--- src/rtl/pipe_chain_pkg.sv ---
// pipe_chain_pkg
// Shared definitions for the elastic pipeline register chain:
//   occ_w()   - width of the occupancy count for a given number of slots
//   CNT_W     - width of the statistics counters
//   satAdd()  - saturating add used by the statistics counters
package pipe_chain_pkg;

    localparam int CNT_W = 32;

    function automatic int occ_w(input int stages);
        return $clog2(stages + 1);
    endfunction

    // Clamps at all-ones instead of wrapping.
    function automatic logic [CNT_W-1:0] satAdd(input logic [CNT_W-1:0] a,
                                                input logic [CNT_W-1:0] b);
        logic [CNT_W:0] sum;
        sum = {1'b0, a} + {1'b0, b};
        return sum[CNT_W] ? {CNT_W{1'b1}} : sum[CNT_W-1:0];
    endfunction

endpackage

--- src/rtl/pipe_chain_slot.sv ---
// pipe_chain_slot
// One slot of the elastic chain: a valid bit plus a payload register.
// Ports:
//   clk, reset   - clock, asynchronous active-high reset
//   load         - a token transfers into this slot at the next edge
//   flush        - empty this slot at the next edge (wins over everything)
//   unload       - the held token leaves at the next edge
//   loadData     - payload captured on load
//   valid, data  - current slot contents
//   validNext    - next-state valid bit, exposed for the occupancy count
module pipe_chain_slot #(
    parameter int DATA_WIDTH = 32
) (
    input  logic                  clk,
    input  logic                  reset,
    input  logic                  load,
    input  logic                  flush,
    input  logic                  unload,
    input  logic [DATA_WIDTH-1:0] loadData,
    output logic                  valid,
    output logic [DATA_WIDTH-1:0] data,
    output logic                  validNext
);

    // Load has priority over unload: a slot that passes its token on and
    // receives a new one in the same cycle stays valid.
    always_comb begin
        validNext = valid;
        if (flush) begin
            validNext = 1'b0;
        end else if (load) begin
            validNext = 1'b1;
        end else if (unload) begin
            validNext = 1'b0;
        end
    end

    always_ff @(posedge clk or posedge reset) begin
        if (reset) begin
            valid <= 1'b0;
        end else begin
            valid <= validNext;
        end
    end

    // Payload survives a flush; only a transfer into the slot changes it.
    always_ff @(posedge clk or posedge reset) begin
        if (reset) begin
            data <= '0;
        end else if (load) begin
            data <= loadData;
        end
    end

endmodule

--- src/rtl/pipe_chain.sv ---
// pipe_chain
// Elastic pipeline register chain of STAGES slots with per-slot flush,
// global stall, downstream back-pressure and registered occupancy.
// Optional statistics counters are built when PIPE_CHAIN_STATS_EN is defined;
// otherwise stall_cycles and flush_count are constant 0.
// Ports:
//   clk, reset             - clock, asynchronous active-high reset
//   in_valid/in_data       - upstream token
//   in_ready               - slot 0 accepts this cycle
//   stall                  - hold every slot
//   flush_mask             - bit i empties slot i at the next edge
//   out_valid/out_data     - token offered by the last slot
//   out_ready              - downstream accepts
//   occupancy              - number of valid slots
//   stall_cycles           - cycles with stall asserted (saturating)
//   flush_count            - valid slots emptied by flush (saturating)
module pipe_chain
    import pipe_chain_pkg::*;
#(
    parameter int DATA_WIDTH = 32,
    parameter int STAGES     = 3
) (
    input  logic                      clk,
    input  logic                      reset,
    input  logic                      in_valid,
    input  logic [DATA_WIDTH-1:0]     in_data,
    output logic                      in_ready,
    input  logic                      stall,
    input  logic [STAGES-1:0]         flush_mask,
    output logic                      out_valid,
    output logic [DATA_WIDTH-1:0]     out_data,
    input  logic                      out_ready,
    output logic [occ_w(STAGES)-1:0]  occupancy,
    output logic [CNT_W-1:0]          stall_cycles,
    output logic [CNT_W-1:0]          flush_count
);

    localparam int OCC_W = occ_w(STAGES);
    localparam int LAST  = STAGES - 1;

    logic [STAGES:0]       acc;
    logic [STAGES-1:0]     leave;
    logic [STAGES-1:0]     load;
    logic [STAGES-1:0]     valid;
    logic [STAGES-1:0]     validNext;
    logic [DATA_WIDTH-1:0] slotData [STAGES];

    function automatic logic [OCC_W-1:0] popCount(input logic [STAGES-1:0] v);
        logic [OCC_W-1:0] cnt;
        cnt = '0;
        for (int i = 0; i < STAGES; i++) begin
            cnt = cnt + OCC_W'(v[i]);
        end
        return cnt;
    endfunction

    // Ready ripples from the output back to slot 0. A flushed slot refuses
    // its predecessor, so the predecessor keeps its token.
    always_comb begin
        logic [STAGES:0]   a;
        logic [STAGES-1:0] l;
        a         = '0;
        l         = '0;
        a[STAGES] = out_ready & ~stall;
        for (int i = STAGES - 1; i >= 0; i--) begin
            l[i] = valid[i] & ~flush_mask[i] & a[i+1];
            a[i] = ~stall & ~flush_mask[i] & (~valid[i] | l[i]);
        end
        acc   = a;
        leave = l;
    end

    assign in_ready = acc[0] & ~reset;

    always_comb begin
        load    = '0;
        load[0] = in_valid & in_ready;
        for (int i = 1; i < STAGES; i++) begin
            load[i] = leave[i-1];
        end
    end

    // Slot registers
    for (genvar g = 0; g < STAGES; g++) begin : gSlot
        pipe_chain_slot #(
            .DATA_WIDTH(DATA_WIDTH)
        ) uSlot (
            .clk       (clk),
            .reset     (reset),
            .load      (load[g]),
            .flush     (flush_mask[g]),
            .unload    (leave[g]),
            .loadData  ((g == 0) ? in_data : slotData[(g == 0) ? 0 : g - 1]),
            .valid     (valid[g]),
            .data      (slotData[g]),
            .validNext (validNext[g])
        );
    end

    assign out_valid = valid[LAST] & ~flush_mask[LAST] & ~stall;
    assign out_data  = slotData[LAST];

    // Occupancy tracks the valid bits without lag by counting next state.
    always_ff @(posedge clk or posedge reset) begin
        if (reset) begin
            occupancy <= '0;
        end else begin
            occupancy <= popCount(validNext);
        end
    end

`ifdef PIPE_CHAIN_STATS_EN
    // Only slots that actually held a token count as flushed.
    always_ff @(posedge clk or posedge reset) begin
        if (reset) begin
            stall_cycles <= '0;
            flush_count  <= '0;
        end else begin
            if (stall) begin
                stall_cycles <= satAdd(stall_cycles, CNT_W'(1));
            end
            flush_count <= satAdd(flush_count, CNT_W'(popCount(valid & flush_mask)));
        end
    end
`else
    assign stall_cycles = '0;
    assign flush_count  = '0;
`endif

endmodule
--- config.mk ---
export PLATFORM = sky130hd
export DESIGN_NAME = pipe_chain
export DESIGN_NICKNAME = d
export VERILOG_FILES = /design/src/rtl/pipe_chain_pkg.sv /design/src/rtl/pipe_chain_slot.sv /design/src/rtl/pipe_chain.sv
export SDC_FILE = /design/constraint.sdc
export NUM_CORES = 1
export LEC_CHECK = 0
export ABC_AREA = 1
export CELL_PAD_IN_SITES_DETAIL_PLACEMENT = 0
export CELL_PAD_IN_SITES_GLOBAL_PLACEMENT = 1
export CORE_MARGIN = 5
export CORE_UTILIZATION = 32
export DETAILED_ROUTE_END_ITERATION = 6
export PLACE_DENSITY_LB_ADDON = 0.1
export SLEW_MARGIN = 20
export SYNTH_ARGS = -nofsm -noshare
export SYNTH_HDL_FRONTEND = slang
export SYNTH_HIERARCHICAL = 1
export SYNTH_SLANG_ARGS = --single-unit
--- constraint.sdc ---
create_clock -name clk -period 1.65 [get_ports clk]
set_input_delay 0.165 -clock clk [delete_from_list [all_inputs] [get_ports clk]]
set_output_delay 0.165 -clock clk [all_outputs]
set_load 0.01 [all_outputs]
* Yosys cells after proc, flatten, opt, wreduce, memory -nomap -nowiden
Index checks and enable logic that the tools add are counted.
** Word-level totals
- Bits in writable memories :: 0
- Latch bits :: 0
- Input bits :: 40
- ROM bits :: 0
- Logic and storage cells :: 45
- Memories kept :: 0
- Output and inout bits :: 100
- Register bits :: 101
** Operators by class
- $add $sub $neg :: 2
- Shifts and indexed selects :: 0
- Divide/modulo/power cells :: 0
- Bitwise logic cells :: 27
- Reduce and logical (&&, ||, !) cells :: 0
- Multipliers :: 0
- Equal/unequal tests :: 0
- Muxes and demuxes :: 9
- $lt $le $gt $ge :: 0
** Operator list (number)
- 1-bit bitwise AND :: 16
- 1-bit two-way mux :: 9
- 1-bit NOT :: 8
- 1-bit OR :: 3
- 1-bit by 1-bit adder with 2-bit output :: 1
- 2-bit by 1-bit adder with 2-bit output :: 1

* Depth between registers and ports, before layout
- Depth after elaboration :: 17
- Mapped depth :: 13
- Gate-level depth less buffers :: 11

* Hierarchy
Netlist, hierarchy kept.
** By module, submodules not included
- pipe_chain_slot :: instances 3, area each 1341.3 um2, cells each 141, seq. area each 825.8 um2
- pipe_chain :: instances 1, area each 673.1 um2, cells each 93, seq. area each 50.0 um2

* Worst setup path before layout
Ideal clock, no wire load.
- Path kind :: register to register
- From :: register gSlot[1].uSlot.valid
- To :: register occupancy[0]
- Required time :: 1514 ps
- Data arrival time :: 1653 ps
- Setup time :: 136 ps
- Stages on the path, launching flop included :: 13
- Setup slack :: -139 ps
- Buffers on the path :: 1
- Clock period less this slack :: 1789 ps
- Cells stage by stage :: dfrtp_1 inv_1 nor2_4 nand3_2 nand2_1 nand2_1 nand2_1 nand2_2 nor2_2 buf_6 inv_8 a21oi_1 fa_1
** On the way
- Cells in the longest elaborated chain, start to end :: 13
- Elaborated cells between the ends (all ways) :: 20
- Those cells by class :: 2 x add/sub; 8 x mux; 10 x bitwise
** Ends and longest elaborated chain
- start, declared :: line pipe_chain_slot.sv:20 : output logic valid,
- start signal, assigned :: line pipe_chain_slot.sv:42 : valid <= validNext;
- 1-bit bitwise AND (2 in series) :: line pipe_chain.sv:66 : l[i] = valid[i] & ~flush_mask[i] & a[i+1];
- 1-bit OR * :: line pipe_chain.sv:67 : a[i] = ~stall & ~flush_mask[i] & (~valid[i] | l[i]);
- 1-bit bitwise AND * :: line pipe_chain.sv:67
- 1-bit bitwise AND * :: line pipe_chain.sv:66
- 1-bit OR * :: line pipe_chain.sv:67
- 1-bit bitwise AND * :: line pipe_chain.sv:67
- 1-bit bitwise AND * :: line pipe_chain.sv:73 : assign in_ready = acc[0] & ~reset;
- 1-bit bitwise AND * :: line pipe_chain.sv:77 : load[0] = in_valid & in_ready;
- named net load[0] :: line pipe_chain.sv:43 : logic [STAGES-1:0] load;
- 1-bit two-way mux * :: line pipe_chain_slot.sv:31 : end else if (load) begin
- 1-bit two-way mux * :: line pipe_chain_slot.sv:29 : if (flush) begin
- named net validNext[0] :: line pipe_chain.sv:45 : logic [STAGES-1:0] validNext;
- 1-bit by 1-bit adder with 2-bit output * :: line pipe_chain.sv:52 : cnt = cnt + OCC_W'(v[i]);
- 2-bit by 1-bit adder with 2-bit output * :: line pipe_chain.sv:52
- end signal, assigned :: line pipe_chain.sv:108 : occupancy <= popCount(validNext);
- end, declared :: line pipe_chain.sv:33 : output logic [occ_w(STAGES)-1:0] occupancy,
The timed path passes the listed nets; every way through them passes the cells marked *.
A chain may end at the register's enable or synchronous reset.

* Worst setup path after layout
Ends and elaborated chain as after synthesis.

==> report_table.html <==
<table>
<tr><th>Metric</th><th>Value</th></tr>
<tr><th colspan="2">Outcome</th></tr>
<tr><td>Outcome</td><td>finished, violations left</td></tr>
<tr><td>Failing checks</td><td>negative setup slack</td></tr>
<tr><th colspan="2">Synthesis</th></tr>
<tr><td>Top cells by area in the synthesized netlist</td><td>dfrtp_1 (54%), nand2_1 (20%), buf_4 (10%)</td></tr>
<tr><td>Leading area contributor after synthesis</td><td>dfrtp_1</td></tr>
<tr><td>Flip-flop and latch count after synthesis</td><td>101</td></tr>
<tr><td>Post-synth top area share</td><td>roughly 54%</td></tr>
<tr><td>Post-synthesis cell type count</td><td>18</td></tr>
<tr><td>Syn Std Cell Area</td><td>between 4000 and 5000 um^2</td></tr>
<tr><td>Syn_area_per_cell</td><td>approximately 9 um^2</td></tr>
<tr><td>Fraction of the yosys area taken by sequential cells</td><td>about 54%</td></tr>
<tr><td>Share of flip-flops with an asynchronous set or reset after synthesis</td><td>100%</td></tr>
<tr><td>Synth warn</td><td>6</td></tr>
<tr><td>Cells after synthesis</td><td>516</td></tr>
<tr><td>Post-synth top cells</td><td>nand2_1 (256), dfrtp_1 (101), buf_4 (64)</td></tr>
<tr><td>Most frequent cell after synthesis</td><td>nand2_1</td></tr>
<tr><td>Number of synthesized flops with an enable pin</td><td>0</td></tr>
<tr><td>Dominant synthesized flop cell</td><td>dfrtp_1</td></tr>
<tr><th colspan="2">Timing</th></tr>
<tr><td>Maximum frequency from static timing analysis</td><td>a little under 600 MHz</td></tr>
<tr><td>Crit path time final</td><td>1.72 ns</td></tr>
<tr><td>Skew final</td><td>0.00646 ns</td></tr>
<tr><td>Slack of the critical path</td><td>-0.0732 ns</td></tr>
<tr><td>Final setup viols</td><td>1</td></tr>
<tr><td>Worst-case hold slack</td><td>0.148 ns</td></tr>
<tr><td>Fin. max-slew vios</td><td>0</td></tr>
<tr><td>Number of hold violations in the final report</td><td>0</td></tr>
<tr><td>RSZ-0062 raised after global routing</td><td>true</td></tr>
<tr><td>Final critical-path share of the clock period</td><td>104%</td></tr>
<tr><th colspan="2">Global route</th></tr>
<tr><td>GR met1 Demand/Resource</td><td>between 15 and 20%</td></tr>
<tr><td>Total grt overflow</td><td>0</td></tr>
<tr><td>Number of global-route vias before repair</td><td>3282</td></tr>
<tr><td>Met2 Track Usage GR</td><td>around 19%</td></tr>
<tr><td>Antenna violations before repair</td><td>0</td></tr>
<tr><td>Wire length of the first global-routing pass</td><td>about 17 mm</td></tr>
<tr><td>GRT busiest layer</td><td>met2</td></tr>
<tr><td>Maximum number of pins on one net before global-route repair</td><td>34</td></tr>
<tr><td>Gr usage total</td><td>12.1%</td></tr>
<tr><td>Met3 Track Usage GR</td><td>2.41%</td></tr>
<tr><th colspan="2">CTS</th></tr>
<tr><td>Latest clock arrival within the worst-skew pair</td><td>0.34 ns</td></tr>
<tr><td>CTS HTree Levels</td><td>3</td></tr>
<tr><td>Clock Path Buffers</td><td>2</td></tr>
<tr><td>Number of buffers inserted by hold repair at cts</td><td>0</td></tr>
<tr><td>Clock tree root driver cell</td><td>clkbuf_16</td></tr>
<tr><td>Number of sinks on the clock net</td><td>101</td></tr>
<tr><td>Number of buffers added by the clock tree synthesis step</td><td>9</td></tr>
<tr><td>Clock tree from TritonCTS</td><td>yes</td></tr>
<tr><td>Clock-pin slew on the worst setup and hold paths</td><td>0.06 ns</td></tr>
<tr><th colspan="2">Finish</th></tr>
<tr><td>Fraction of final layout cells with drive strength greater than 1</td><td>14.3%</td></tr>
<tr><td>Final Net Count</td><td>637</td></tr>
<tr><td>Final design area excluding fillers</td><td>roughly 5700 um^2</td></tr>
<tr><td>Filler Cell Count</td><td>1477</td></tr>
<tr><td>Layout-stage area growth over the synthesis result</td><td>20.8%</td></tr>
<tr><td>Share of the core filled with cells in the final layout</td><td>39.2%</td></tr>
<tr><td>Inserted Diodes</td><td>0</td></tr>
<tr><th colspan="2">Floorplan</th></tr>
<tr><td>Number of rows created at floorplan</td><td>44</td></tr>
<tr><td>Top Ports</td><td>140</td></tr>
<tr><td>Area of the die</td><td>17200 um^2</td></tr>
<tr><td>Effective utilization at floorplan</td><td>about a third</td></tr>
<tr><td>Die height</td><td>between 100 and 150 um</td></tr>
<tr><td>Die Wd</td><td>131 um</td></tr>
<tr><td>Core area</td><td>between 10000 and 15000 um^2</td></tr>
<tr><th colspan="2">Setup path</th></tr>
<tr><td>Buffers and inverters on the worst path</td><td>2</td></tr>
<tr><td>Capturing element type of the critical path</td><td>register</td></tr>
<tr><td>Largest fanout on the critical path</td><td>2</td></tr>
<tr><td>CP Data Required Time</td><td>1.86 ns</td></tr>
<tr><td>Classification of the worst setup path</td><td>register to register</td></tr>
<tr><td>Critical path, cell by cell</td><td>inv_2, nor2_4, nand3_2, nand2_2, nand2_2, nand2_2, nand2_4, nor2_4, inv_8, a21oi_4, fa_1</td></tr>
<tr><td>Cell type group with the largest total delay on the critical path</td><td>simple AND/OR/NAND/NOR gates</td></tr>
<tr><td>Reg-to-reg startpoint</td><td>gSlot[1].uSlot/valid</td></tr>
<tr><td>Worst path depth</td><td>11</td></tr>
<tr><td>Type of origin of the critical path</td><td>register</td></tr>
<tr><td>Startpoint of the most critical setup path</td><td>gSlot[1].uSlot/valid</td></tr>
<tr><td>Crit path largest cell delay</td><td>0.42 ns</td></tr>
<tr><td>Arrival time at the worst endpoint</td><td>1.94 ns</td></tr>
<tr><td>Cell mode on critical path</td><td>nand2_2</td></tr>
<tr><td>Critical Path Slowest Stage Cell</td><td>fa_1</td></tr>
<tr><td>Worst r2r path cells</td><td>11</td></tr>
<tr><th colspan="2">Routing</th></tr>
<tr><td>Via count</td><td>3137</td></tr>
<tr><td>Routed wire length</td><td>10.4 mm</td></tr>
<tr><td>Count of antenna-violating nets left after detailed routing</td><td>0</td></tr>
<tr><td>Routed wire length per instance</td><td>13.2 um</td></tr>
<tr><td>DR iter-0 viols</td><td>~170</td></tr>
<tr><td>Pre-antenna DRT Iters</td><td>4</td></tr>
<tr><td>Average via count per standard cell</td><td>roughly 4</td></tr>
<tr><td>Count of unresolved DRC violations after routing</td><td>0</td></tr>
<tr><th colspan="2">Placement</th></tr>
<tr><td>Worst slack, placed</td><td>-0.452 ns</td></tr>
<tr><td>Count of port buffers added during placement</td><td>75</td></tr>
<tr><td>Dpl cell area</td><td>about 5300 um^2</td></tr>
<tr><td>GPL Wtd Cong</td><td>0.765</td></tr>
<tr><td>DP HPWL</td><td>just over 7 mm</td></tr>
<tr><th colspan="2">Power</th></tr>
<tr><td>Static leakage power</td><td>between 3 and 4 nW</td></tr>
<tr><td>Total power density per cell area</td><td>982 nW/um^2</td></tr>
<tr><td>Largest vdd supply drop</td><td>0.482 mV</td></tr>
<tr><th colspan="2">Hold path</th></tr>
<tr><td>Hold/Removal Path Class</td><td>input port to asynchronous set/reset pin</td></tr>
<tr><th colspan="2">Flow run</th></tr>
<tr><td>Max-Cap Viols</td><td>0</td></tr>
</table>
==> sequential cells by signal (all words and copies together) (netlist names) <==
signal / flops
gSlot.uSlot/data: 96
gSlot.uSlot/valid: 3
occupancy: 2
==> placed cells by master (no fill, tap or decap), drive strengths merged, types with 3 or more instances in the layout <==
cell type / instances
a21oi: 3
buf: 16
clkbuf: 12
clkdlybuf4s50: 73
conb: 64
dfrtp: 101
inv: 21
nand2: 296
nor2: 5
==> final timing paths <==
check	slack [ns]	end
worst max register to register	-0.07	occupancy[0]
worst max-delay path	-0.07	occupancy[0]
worst min register to register	0.47	gSlot[1].uSlot/data[21]
min in group clk	0.36	gSlot[0].uSlot/data[11]
worst min-delay path	0.15	occupancy[1]
max in group asynchronous	1.10	gSlot[0].uSlot/data[8]
==> cells by family (layout without fill, tap and decap cells) <==
group	Yosys count	after routing	synth area share, %
fa+ha+maj	1	1	0.426
flops	101	101	53.8
buf+inv	105	126	18.4
compound gates	3	3	0.320
other cells	1	64	0.0798
simple gates	305	305	27.0
==> stage by stage <==
step | cells | setup TNS [ns] | power, mW
after detailed placement | 766 | -19.18 | 3.45
after global routing | 784 | -0.629 | 5.86
after CTS | 782 | -0.0568 | 5.64
after global placement | 766 | -18.39 | 3.44
final | 784 | -0.0732 | 5.57
after floorplan | 579 | -0.0493 | 3.33
==> worst min-delay path, cell delays in order <==
cell and delay (ns):
clkdlybuf4s50_1 0.42, buf_4 0.16, inv_1 0.08
==> layout make-up <==
type,count,area [um^2],share of cell area (%)
clock buffers,11,253,4.45
clock inverters,4,55.1,0.970
inverters,20,97.6,1.72
multi-input cells,373,1580,27.8
flip-flops and latches,101,2530,44.5
well taps,184,230,4.06
repair buffers,91,936,16.5
==> routing by layer <==
layer	part of all wire, %	vias to the layer above
li1	-	1580
met1	47	1441
met2	45	102
met3	5.8	14
met4	1.8	0
met5	0	-
==> power by group <==
part	switching [mW]	total, mW	internal, mW
clock network	0.908	2.17	1.26
registers	0.153	2.87	2.72
logic	0.297	0.528	0.231
==> what timing repair did <==
action                     CTS  global route
buffers inserted             1             1
gates cloned                 0             1
pin swaps                    0             4
setup endpoints to repair   35            37
resized for setup            7            10
No activity file was read; power rests on OpenSTA's default activity.
